[src/rtl/mem_stage_hs.sv]
// Memory-access stage between execute and write-back: valid/ready on both sides, req/gnt + rvalid data port.
// Optional MEM_MISALIGN_TRAP_EN: misaligned accesses skip the data port and flag wb_misaligned_o.
module mem_stage_hs #(
  parameter int              XLEN      = 32,
  parameter logic [XLEN-1:0] PC_INIT   = '0,
  parameter logic [31:0]     NOP_INSTR = 32'h00000013
) (
  input  logic              clock_i,
  input  logic              nreset_i,
  input  logic              xu_valid_i,
  output logic              xu_ready_o,
  input  logic [XLEN-1:0]   xu_pc_i,
  input  logic [31:0]       xu_instr_i,
  input  logic              xu_mem_op_i,
  input  logic              xu_mem_we_i,
  input  logic [1:0]        xu_mem_size_i,
  input  logic              xu_mem_unsigned_i,
  input  logic [XLEN-1:0]   xu_mem_addr_i,
  input  logic [XLEN-1:0]   xu_mem_wdata_i,
  input  logic [4:0]        xu_rd_addr_i,
  input  logic [XLEN-1:0]   xu_rd_data_i,
  output logic              dmem_req_o,
  input  logic              dmem_gnt_i,
  output logic              dmem_we_o,
  output logic [XLEN-1:0]   dmem_addr_o,
  output logic [XLEN/8-1:0] dmem_be_o,
  output logic [XLEN-1:0]   dmem_wdata_o,
  input  logic              dmem_rvalid_i,
  input  logic [XLEN-1:0]   dmem_rdata_i,
  output logic              wb_valid_o,
  input  logic              wb_ready_i,
  output logic [XLEN-1:0]   wb_pc_o,
  output logic [31:0]       wb_instr_o,
  output logic [4:0]        wb_rd_addr_o,
  output logic [XLEN-1:0]   wb_rd_data_o,
  output logic              wb_misaligned_o
);

  localparam int NB   = XLEN / 8;
  localparam int OFFW = $clog2(NB);

  typedef enum logic [1:0] {EMPTY, REQ, RSP, DONE} state_e;

  state_e            state_q, state_d;
  logic              accept;
  logic              trap;
  logic [OFFW-1:0]   xu_off;
  logic [NB-1:0]     size_be;

  logic [XLEN-1:0]   pc_q, rd_data_q, addr_q, wdata_q;
  logic [31:0]       instr_q;
  logic [4:0]        rd_addr_q;
  logic [NB-1:0]     be_q;
  logic [1:0]        size_q;
  logic [OFFW-1:0]   off_q;
  logic              we_q, uns_q;

  logic [XLEN-1:0]        ld_shifted, ld_left, ld_data;
  logic signed [XLEN-1:0] ld_sext;
  logic [6:0]             ld_sh;

  assign xu_off = xu_mem_addr_i[OFFW-1:0];
  assign accept = xu_valid_i && xu_ready_o;

`ifdef MEM_MISALIGN_TRAP_EN
  logic [OFFW-1:0] size_mask;
  logic            misaligned_q;
  assign size_mask       = OFFW'((1 << xu_mem_size_i) - 1);
  assign trap            = xu_mem_op_i && (|(xu_off & size_mask));
  assign wb_misaligned_o = misaligned_q;

  always_ff @(posedge clock_i or negedge nreset_i) begin
    if (!nreset_i)   misaligned_q <= 1'b0;
    else if (accept) misaligned_q <= trap;
  end
`else
  assign trap            = 1'b0;
  assign wb_misaligned_o = 1'b0;
`endif

  // Byte mask for the access size before lane shifting; lanes past the word fall off the top.
  always_comb begin
    // NOTE: every always_comb output gets a default first so no path can infer a latch.
    size_be = '0;
    case (xu_mem_size_i)
      2'd0:    size_be = NB'(8'h01);
      2'd1:    size_be = NB'(8'h03);
      2'd2:    size_be = NB'(8'h0F);
      default: size_be = NB'(8'hFF);
    endcase
  end

  // Load alignment and extension: shift the lane down, then push the field to the top and back.
  always_comb begin
    ld_shifted = dmem_rdata_i >> {off_q, 3'b000};
    ld_sh      = 7'd0;
    case (size_q)
      2'd0:    ld_sh = 7'(XLEN - 8);
      2'd1:    ld_sh = 7'(XLEN - 16);
      2'd2:    ld_sh = (XLEN > 32) ? 7'(XLEN - 32) : 7'd0;
      default: ld_sh = 7'd0;
    endcase
    ld_left = ld_shifted << ld_sh;
    ld_sext = $signed(ld_left) >>> ld_sh;
    ld_data = uns_q ? (ld_left >> ld_sh) : ld_sext;
  end

  // FSM: state register
  always_ff @(posedge clock_i or negedge nreset_i) begin
    // NOTE: sequential state uses non-blocking assignments so all registers update from pre-edge values.
    if (!nreset_i) state_q <= EMPTY;
    else           state_q <= state_d;
  end

  // FSM: next state
  always_comb begin
    state_d = state_q;
    if (accept) begin
      state_d = (xu_mem_op_i && !trap) ? REQ : DONE;
    end else begin
      case (state_q)
        REQ:     if (dmem_gnt_i)    state_d = we_q ? DONE : RSP;
        RSP:     if (dmem_rvalid_i) state_d = DONE;
        DONE:    if (wb_ready_i)    state_d = EMPTY;
        default: state_d = state_q;
      endcase
    end
  end

  // FSM: outputs; the data-port fields are zero whenever no request is pending.
  always_comb begin
    xu_ready_o   = (state_q == EMPTY) || ((state_q == DONE) && wb_ready_i);
    wb_valid_o   = (state_q == DONE);
    dmem_req_o   = (state_q == REQ);
    dmem_we_o    = dmem_req_o && we_q;
    dmem_addr_o  = dmem_req_o ? addr_q  : '0;
    dmem_be_o    = dmem_req_o ? be_q    : '0;
    dmem_wdata_o = dmem_req_o ? wdata_q : '0;
  end

  always_ff @(posedge clock_i or negedge nreset_i) begin
    if (!nreset_i) begin
      pc_q      <= PC_INIT;
      instr_q   <= NOP_INSTR;
      rd_addr_q <= '0;
      rd_data_q <= '0;
      addr_q    <= '0;
      wdata_q   <= '0;
      be_q      <= '0;
      size_q    <= '0;
      off_q     <= '0;
      we_q      <= 1'b0;
      uns_q     <= 1'b0;
    end else if (accept) begin
      pc_q      <= xu_pc_i;
      instr_q   <= xu_instr_i;
      rd_addr_q <= xu_rd_addr_i;
      rd_data_q <= trap ? '0 : xu_rd_data_i;
      addr_q    <= {xu_mem_addr_i[XLEN-1:OFFW], {OFFW{1'b0}}};
      wdata_q   <= xu_mem_wdata_i << {xu_off, 3'b000};
      be_q      <= size_be << xu_off;
      size_q    <= xu_mem_size_i;
      off_q     <= xu_off;
      we_q      <= xu_mem_we_i;
      uns_q     <= xu_mem_unsigned_i;
    end else if ((state_q == RSP) && dmem_rvalid_i) begin
      rd_data_q <= ld_data;
    end
  end

  assign wb_pc_o      = pc_q;
  assign wb_instr_o   = instr_q;
  assign wb_rd_addr_o = rd_addr_q;
  assign wb_rd_data_o = rd_data_q;

endmodule

[config.mk]
export PLATFORM = sky130hd
export DESIGN_NAME = mem_stage_hs
export DESIGN_NICKNAME = d
export VERILOG_FILES = /design/src/rtl/mem_stage_hs.sv
export SDC_FILE = /design/constraint.sdc
export NUM_CORES = 1
export LEC_CHECK = 0
export BUFFER_PORTS_ARGS = -buffer_cell sky130_fd_sc_hd__buf_2
export CELL_PAD_IN_SITES_DETAIL_PLACEMENT = 0
export CELL_PAD_IN_SITES_GLOBAL_PLACEMENT = 1
export CORE_MARGIN = 2
export CORE_UTILIZATION = 31
export DETAILED_ROUTE_END_ITERATION = 8
export GPL_ROUTABILITY_DRIVEN = 1
export PLACE_DENSITY = 0.78
export SLEW_MARGIN = 15
export SYNTH_ARGS = -nofsm -noshare
export SYNTH_HDL_FRONTEND = slang
export SYNTH_SLANG_ARGS = --single-unit
[constraint.sdc]
create_clock -name clock_i -period 1.7 [get_ports clock_i]
set_input_delay 0 -clock clock_i [delete_from_list [all_inputs] [get_ports clock_i]]
set_output_delay 0 -clock clock_i [all_outputs]
set_load 0.01 [all_outputs]
== After elaboration in Yosys (flattened, before gate mapping) ==
Cells that the tools add are included.
Word-level totals
  bits in registers: 175
  bits of input ports: 208
  output and inout bits: 174
  logic and storage cells: 52
Cells by class
  equality and inequality tests: 8
  shift-type cells: 6
  mux-type cells: 15
  reductions and logical operators: 11
Operators by type and width (count)
  two-way mux 32 bit: 5
  left shift 32 x 5 -> 32 bit: 1
  left shift 32 x 7 -> 32 bit: 1
  right shift 32 x 5 -> 32 bit: 1
  right shift 32 x 7 -> 32 bit: 1
  >>> shifter 32 x 7 -> 32 bit: 1
  two-way mux 2 bit: 5
  case mux 5 bit (2 select lines): 1
  case mux 4 bit (2 select lines): 1
  == test 2 x 1 -> 1 bit, second input constant: 3
  logical NOT 2 bit: 3
  != test 3 x 1 -> 1 bit, second input constant: 2
  case mux 2 bit (3 select lines): 1
  == test 2 bit, second input constant: 2
  logical AND 1 bit: 4
  two-way mux 4 bit: 1
  AND reduction 4 bit: 1
  nonzero test 4 bit: 1
  left shift 4 x 2 -> 4 bit: 1
  != test 3 bit, second input constant: 1
  nonzero test 2 bit: 1
  logical OR 1 bit: 1
  two-way mux 1 bit: 1

== Longest topological paths before layout ==
  depth after elaboration: 7
  depth in mapped cells: 8
  mapped depth without buffers: 4

== Worst setup path before layout ==
No wires, ideal clock.
  path kind: flip-flop to flip-flop
  start point: register off_q[0]
  end point: register rd_data_q[19] (netlist: wb_rd_data_o[19])
  library setup time: 129 ps
  arrival: 1574 ps
  data required time: 1571 ps
  slack: -3 ps
  cell stages (with the launch flop): 8
  path buffers: 3
  period minus slack after synthesis: 1703 ps
  path through: dfrtp_1 buf_6 nor2b_4 buf_6 a41o_1 nor3_2 buf_6 a211oi_2
On the way
  cells in the longest elaborated chain, start to end: 6
  elaborated cells on any way between the ends: 7
  classes of those cells: shift (4); mux (3)
Ends and longest elaborated chain
  from (decl): line 55  | logic [OFFW-1:0] off_q;
  from (signal assigned): line 163  | off_q <= xu_off;
  right shift 32 x 5 -> 32 bit *: line 95  | ld_shifted = dmem_rdata_i >> {off_q, 3'b000};
  left shift 32 x 7 -> 32 bit *: line 103  | ld_left = ld_shifted << ld_sh;
  >>> shifter 32 x 7 -> 32 bit or right shift 32 x 7 -> 32 bit (tied branches): line 104, 105
  two-way mux 32 bit *: line 105  | ld_data = uns_q ? (ld_left >> ld_sh) : ld_sext;
  two-way mux 32 bit *: line 166  | end else if ((state_q == RSP) && dmem_rvalid_i) begin
  two-way mux 32 bit *: line 154  | end else if (accept) begin
  to (signal assigned): line 158  | rd_data_q <= trap ? '0 : xu_rd_data_i;
  to (signal assigned): line 167  | rd_data_q <= ld_data;
  to (decl): line 50  | logic [XLEN-1:0] pc_q, rd_data_q, addr_q, wdata_q;
Mark *: on every way between the ends. The rest lies on a longest branch, timed or not. The select of a mux whose other input is x is not followed.
A chain may end at the register's enable or synchronous reset.

== Worst setup path after layout ==
  start point: register off_q[0]
  end point: register rd_data_q[7] (netlist: wb_rd_data_o[7])
Same word-level chain as after synthesis.

==> impl_metrics.env <==
export IMPL_outcome="finished, violations left"
export IMPL_violations="negative setup slack"
export IMPL_worst_pin_slew_ns=0.757
export IMPL_layout_common_cells="nand2_1 (374), buf_2 (372), dfrtp_1 (171)"
export IMPL_ant_nets=0
export IMPL_finalHoldViolations=0
export IMPL_grt_max_degree=105
export IMPL_p_switching_mw=8.85
export IMPL_rsz0062_at_grt="yes"
export IMPL_slew_headroom_pct=49.4
export IMPL_start_kind="flip-flop"
export IMPL_r2r_slack_ns=-0.05
export IMPL_yosys_most_used_dff="dfrtp_1"
export IMPL_final_util_pct=50.3
export IMPL_die_y_um=169
export IMPL_n_antenna_cell=0
export IMPL_routed_wirelength_mm=31.1
export IMPL_dp_cells=1649
export IMPL_clock_skew_ns=0.0114
export IMPL_finalSetupTns_ns=-0.0468
export IMPL_antenna_found_initial=0
export IMPL_clkLatencyLatePin_ns=0.42
export IMPL_worstHoldPathType="input port to flip-flop"
export IMPL_p_per_area_mw_per_mm2=1640
export IMPL_core_region_area_sq_mm=0.0269
export IMPL_ctsRootBufferMaster="clkbuf_16"
export IMPL_numCtsBuffers=17
export IMPL_htree_levels=4
export IMPL_synth_distinct_cells=49
export IMPL_place_port_buffers=378
export IMPL_layout_drive_gt1_share_pct=34.8
export IMPL_max_cap_violations=0
export IMPL_layout_cells_non_filler=1854
export IMPL_synth_seq_cells=175
export IMPL_std_cell_rows=60
export IMPL_layout_min_cycle_time_ns=1.75
export IMPL_cellInternalPower_mw=13.3
export IMPL_syn_to_final_growth_pct=59.5
export IMPL_vdd_ir_drop_max_v=0.000647
export IMPL_p_leak_nw=7.01
export IMPL_drcViolationCount=0
export IMPL_pre_cts_slack_ns=-0.0333
export IMPL_die_width_um=169
export IMPL_crit_type="flip-flop to flip-flop"
export IMPL_fill_cells=2520
export IMPL_grt_overflow_total=0
export IMPL_start_util_pct=31.5
export IMPL_drt_iter0_markers=534
export IMPL_ys_seq_area_share_pct=51.7
export IMPL_cp_required_ns=2.01
export IMPL_wl_per_cell_um=16.8
export IMPL_grt_usage_pct=21.0
export IMPL_yosysWarnings=0
export IMPL_viasPerCell=4.72
export IMPL_arrival_ns=2.06
export IMPL_dieArea_sq_mm=0.0287
export IMPL_layout_nets=1709
export IMPL_seqCellArea_sq_mm=0.00438
export IMPL_vias=8752
export IMPL_clkTransAtPathRegs_ns=0.08
export IMPL_p_seq_share_pct=33.2
export IMPL_syn_avg_cell_area_sq_um=8.91
export IMPL_cp_max_fo=3
export IMPL_place_congestion=0.843
export IMPL_cp_end_kind="flip-flop"
export IMPL_finalCritPeriodShare_pct=103
export IMPL_netlist_instances=951
export IMPL_syn_cell_area_sq_mm=0.00847
export IMPL_finalMaxSlewViolations=0
export IMPL_pwr_share_clk_pct=18.3
export IMPL_worst_slack_ns=-0.0468
export IMPL_cts_buffer_depth=2
export IMPL_first_pass_iters=5
export IMPL_clock_sinks=175
export IMPL_setup_violations=1
export IMPL_fmax_mhz=572
export IMPL_multiInputGateArea_sq_mm=0.00382
export IMPL_synth_edf_count=0
export IMPL_cts_tree="built"
export IMPL_p_comb_share_pct=48.5
export IMPL_layout_commonest_cell="nand2_1"
export IMPL_hpwl_mm=21.0
export IMPL_async_reset_ff_share_pct=100
export IMPL_switching_share_pct=40.0
export IMPL_first_global_vias=8926
export IMPL_grt_first_pass_wirelength_mm=47.9
export IMPL_ios=382
[cell type report]
type	instances	area share, %
Tap cell	341	3.16
Multi-Input combinational cell	707	28.3
Timing Repair Buffer	598	31.7
Clock buffer	17	3.15
Sequential cell	175	32.4
Inverter	2	0.111
Clock inverter	14	1.24
[per-layer routing]
| metal | up-vias | wire (um) | global-route usage [%] | part of all wire (%) |
|---|---|---|---|---|
| li1 | 4210 | - | - | - |
| met1 | 4141 | 13000 | 25.9 | 42 |
| met2 | 368 | 15300 | 36.9 | 49 |
| met3 | 33 | 2160 | 5.15 | 7.0 |
| met4 | 0 | 588 | 5.24 | 1.9 |
| met5 | - | 0 | 0 | 0 |
[registers in the layout, summed over array words and instances (netlist names)]
name	count
state_q	2
off_q	2
uns_q	1
wb_rd_addr_o	5
wb_rd_data_o	32
addr_q	30
wdata_q	32
size_q	2
be_q	4
wb_pc_o	32
wb_instr_o	32
we_q	1
[through the flow]
step | hold WS [ns] | total power [mW] | cell area (sq um)
after detailed placement | -0.182 | 17.1 | 11000
after floorplan | -0.296 | 13.0 | 8490
after CTS | 0.00253 | 22.0 | 13400
final | 0.0243 | 22.1 | 13500
after global routing | 0.0261 | 23.8 | 13500
after global placement | -0.184 | 16.9 | 11000
[synthesized netlist by cell type (2+ instances only)]
library cell | number | share of area [%]
mux2i_1 | 33 | 3.9
o221a_2 | 7 | 0.93
nand3_1 | 11 | 0.65
nand2b_1 | 3 | 0.22
a211oi_2 | 10 | 1.5
inv_1 | 2 | 0.089
dfrtp_1 | 172 | 51
or2_2 | 9 | 0.66
o21ai_0 | 18 | 1.1
a211oi_1 | 14 | 1.2
o211ai_1 | 7 | 0.62
nor2b_1 | 9 | 0.66
clkbuf_1 | 24 | 1.1
dfstp_2 | 3 | 0.93
and2_1 | 68 | 5.0
nor3_1 | 25 | 1.5
mux2_2 | 17 | 2.3
o31ai_1 | 9 | 0.80
a31oi_1 | 8 | 0.59
nor4_1 | 2 | 0.15
buf_2 | 34 | 2.0
a21oi_1 | 17 | 1.0
buf_6 | 3 | 0.40
nand2_1 | 374 | 17
buf_4 | 6 | 0.53
mux4_2 | 2 | 0.53
nor2_1 | 35 | 1.6
buf_1 | 2 | 0.089
a2bb2oi_1 | 7 | 0.72
[critical path, stage by stage, from the launching register on]
cell and delay [ns]:
dfrtp_1 0.41, mux4_2 0.58, buf_6 0.14, mux2_4 0.25, mux2_4 0.26
[power groups by stage]
stage	clock network (mW)	registers (mW)	logic [mW]
finish	4.05	7.33	10.7
global route	4.38	7.59	11.8
CTS	4.22	7.31	10.4
detailed placement	0	7.34	9.77
global placement	0	7.29	9.61
floorplan	0	7.70	5.26
[cells by family (layout without fill, tap and decap cells)]
group / after synthesis / after routing / synth area share (%)
DFF: 175 / 175 / 51.7
buffers and inverters: 71 / 631 / 4.18
other: 1 / 3 / 0.0443
muxes: 52 / 52 / 6.69
xor gates and xnor gates: 1 / 1 / 0.103
AOI/OAI and AO/OA: 108 / 108 / 9.57
and+or+nand+nor: 543 / 543 / 27.7
[final timing paths]
path                                    start               to  cells past startpoint
setup / recovery                     off_q[0]  wb_rd_data_o[7]                      4
hold reg to reg                 wb_instr_o[0]    wb_instr_o[0]                      2
max in group asynchronous            nreset_i      wdata_q[17]                      3
setup reg to reg                     off_q[0]  wb_rd_data_o[7]                      4
hold / removal             xu_mem_wdata_i[16]      wdata_q[16]                      5
min in group asynchronous            nreset_i   wb_instr_o[26]                      3
[what timing repair did]
| item | 4_1_cts | 5_1_grt |
|---|---|---|
| gates resized for setup | 19 | 12 |
| setup endpoints to repair | 72 | 103 |
| setup buffers | 0 | 1 |
| cloned | 2 | 3 |
| pin swaps | 0 | 2 |
| hold buffers | 168 | 0 |
| hold endpoints to repair | 338 | 0 |
No activity file was read; power rests on OpenSTA's default activity.
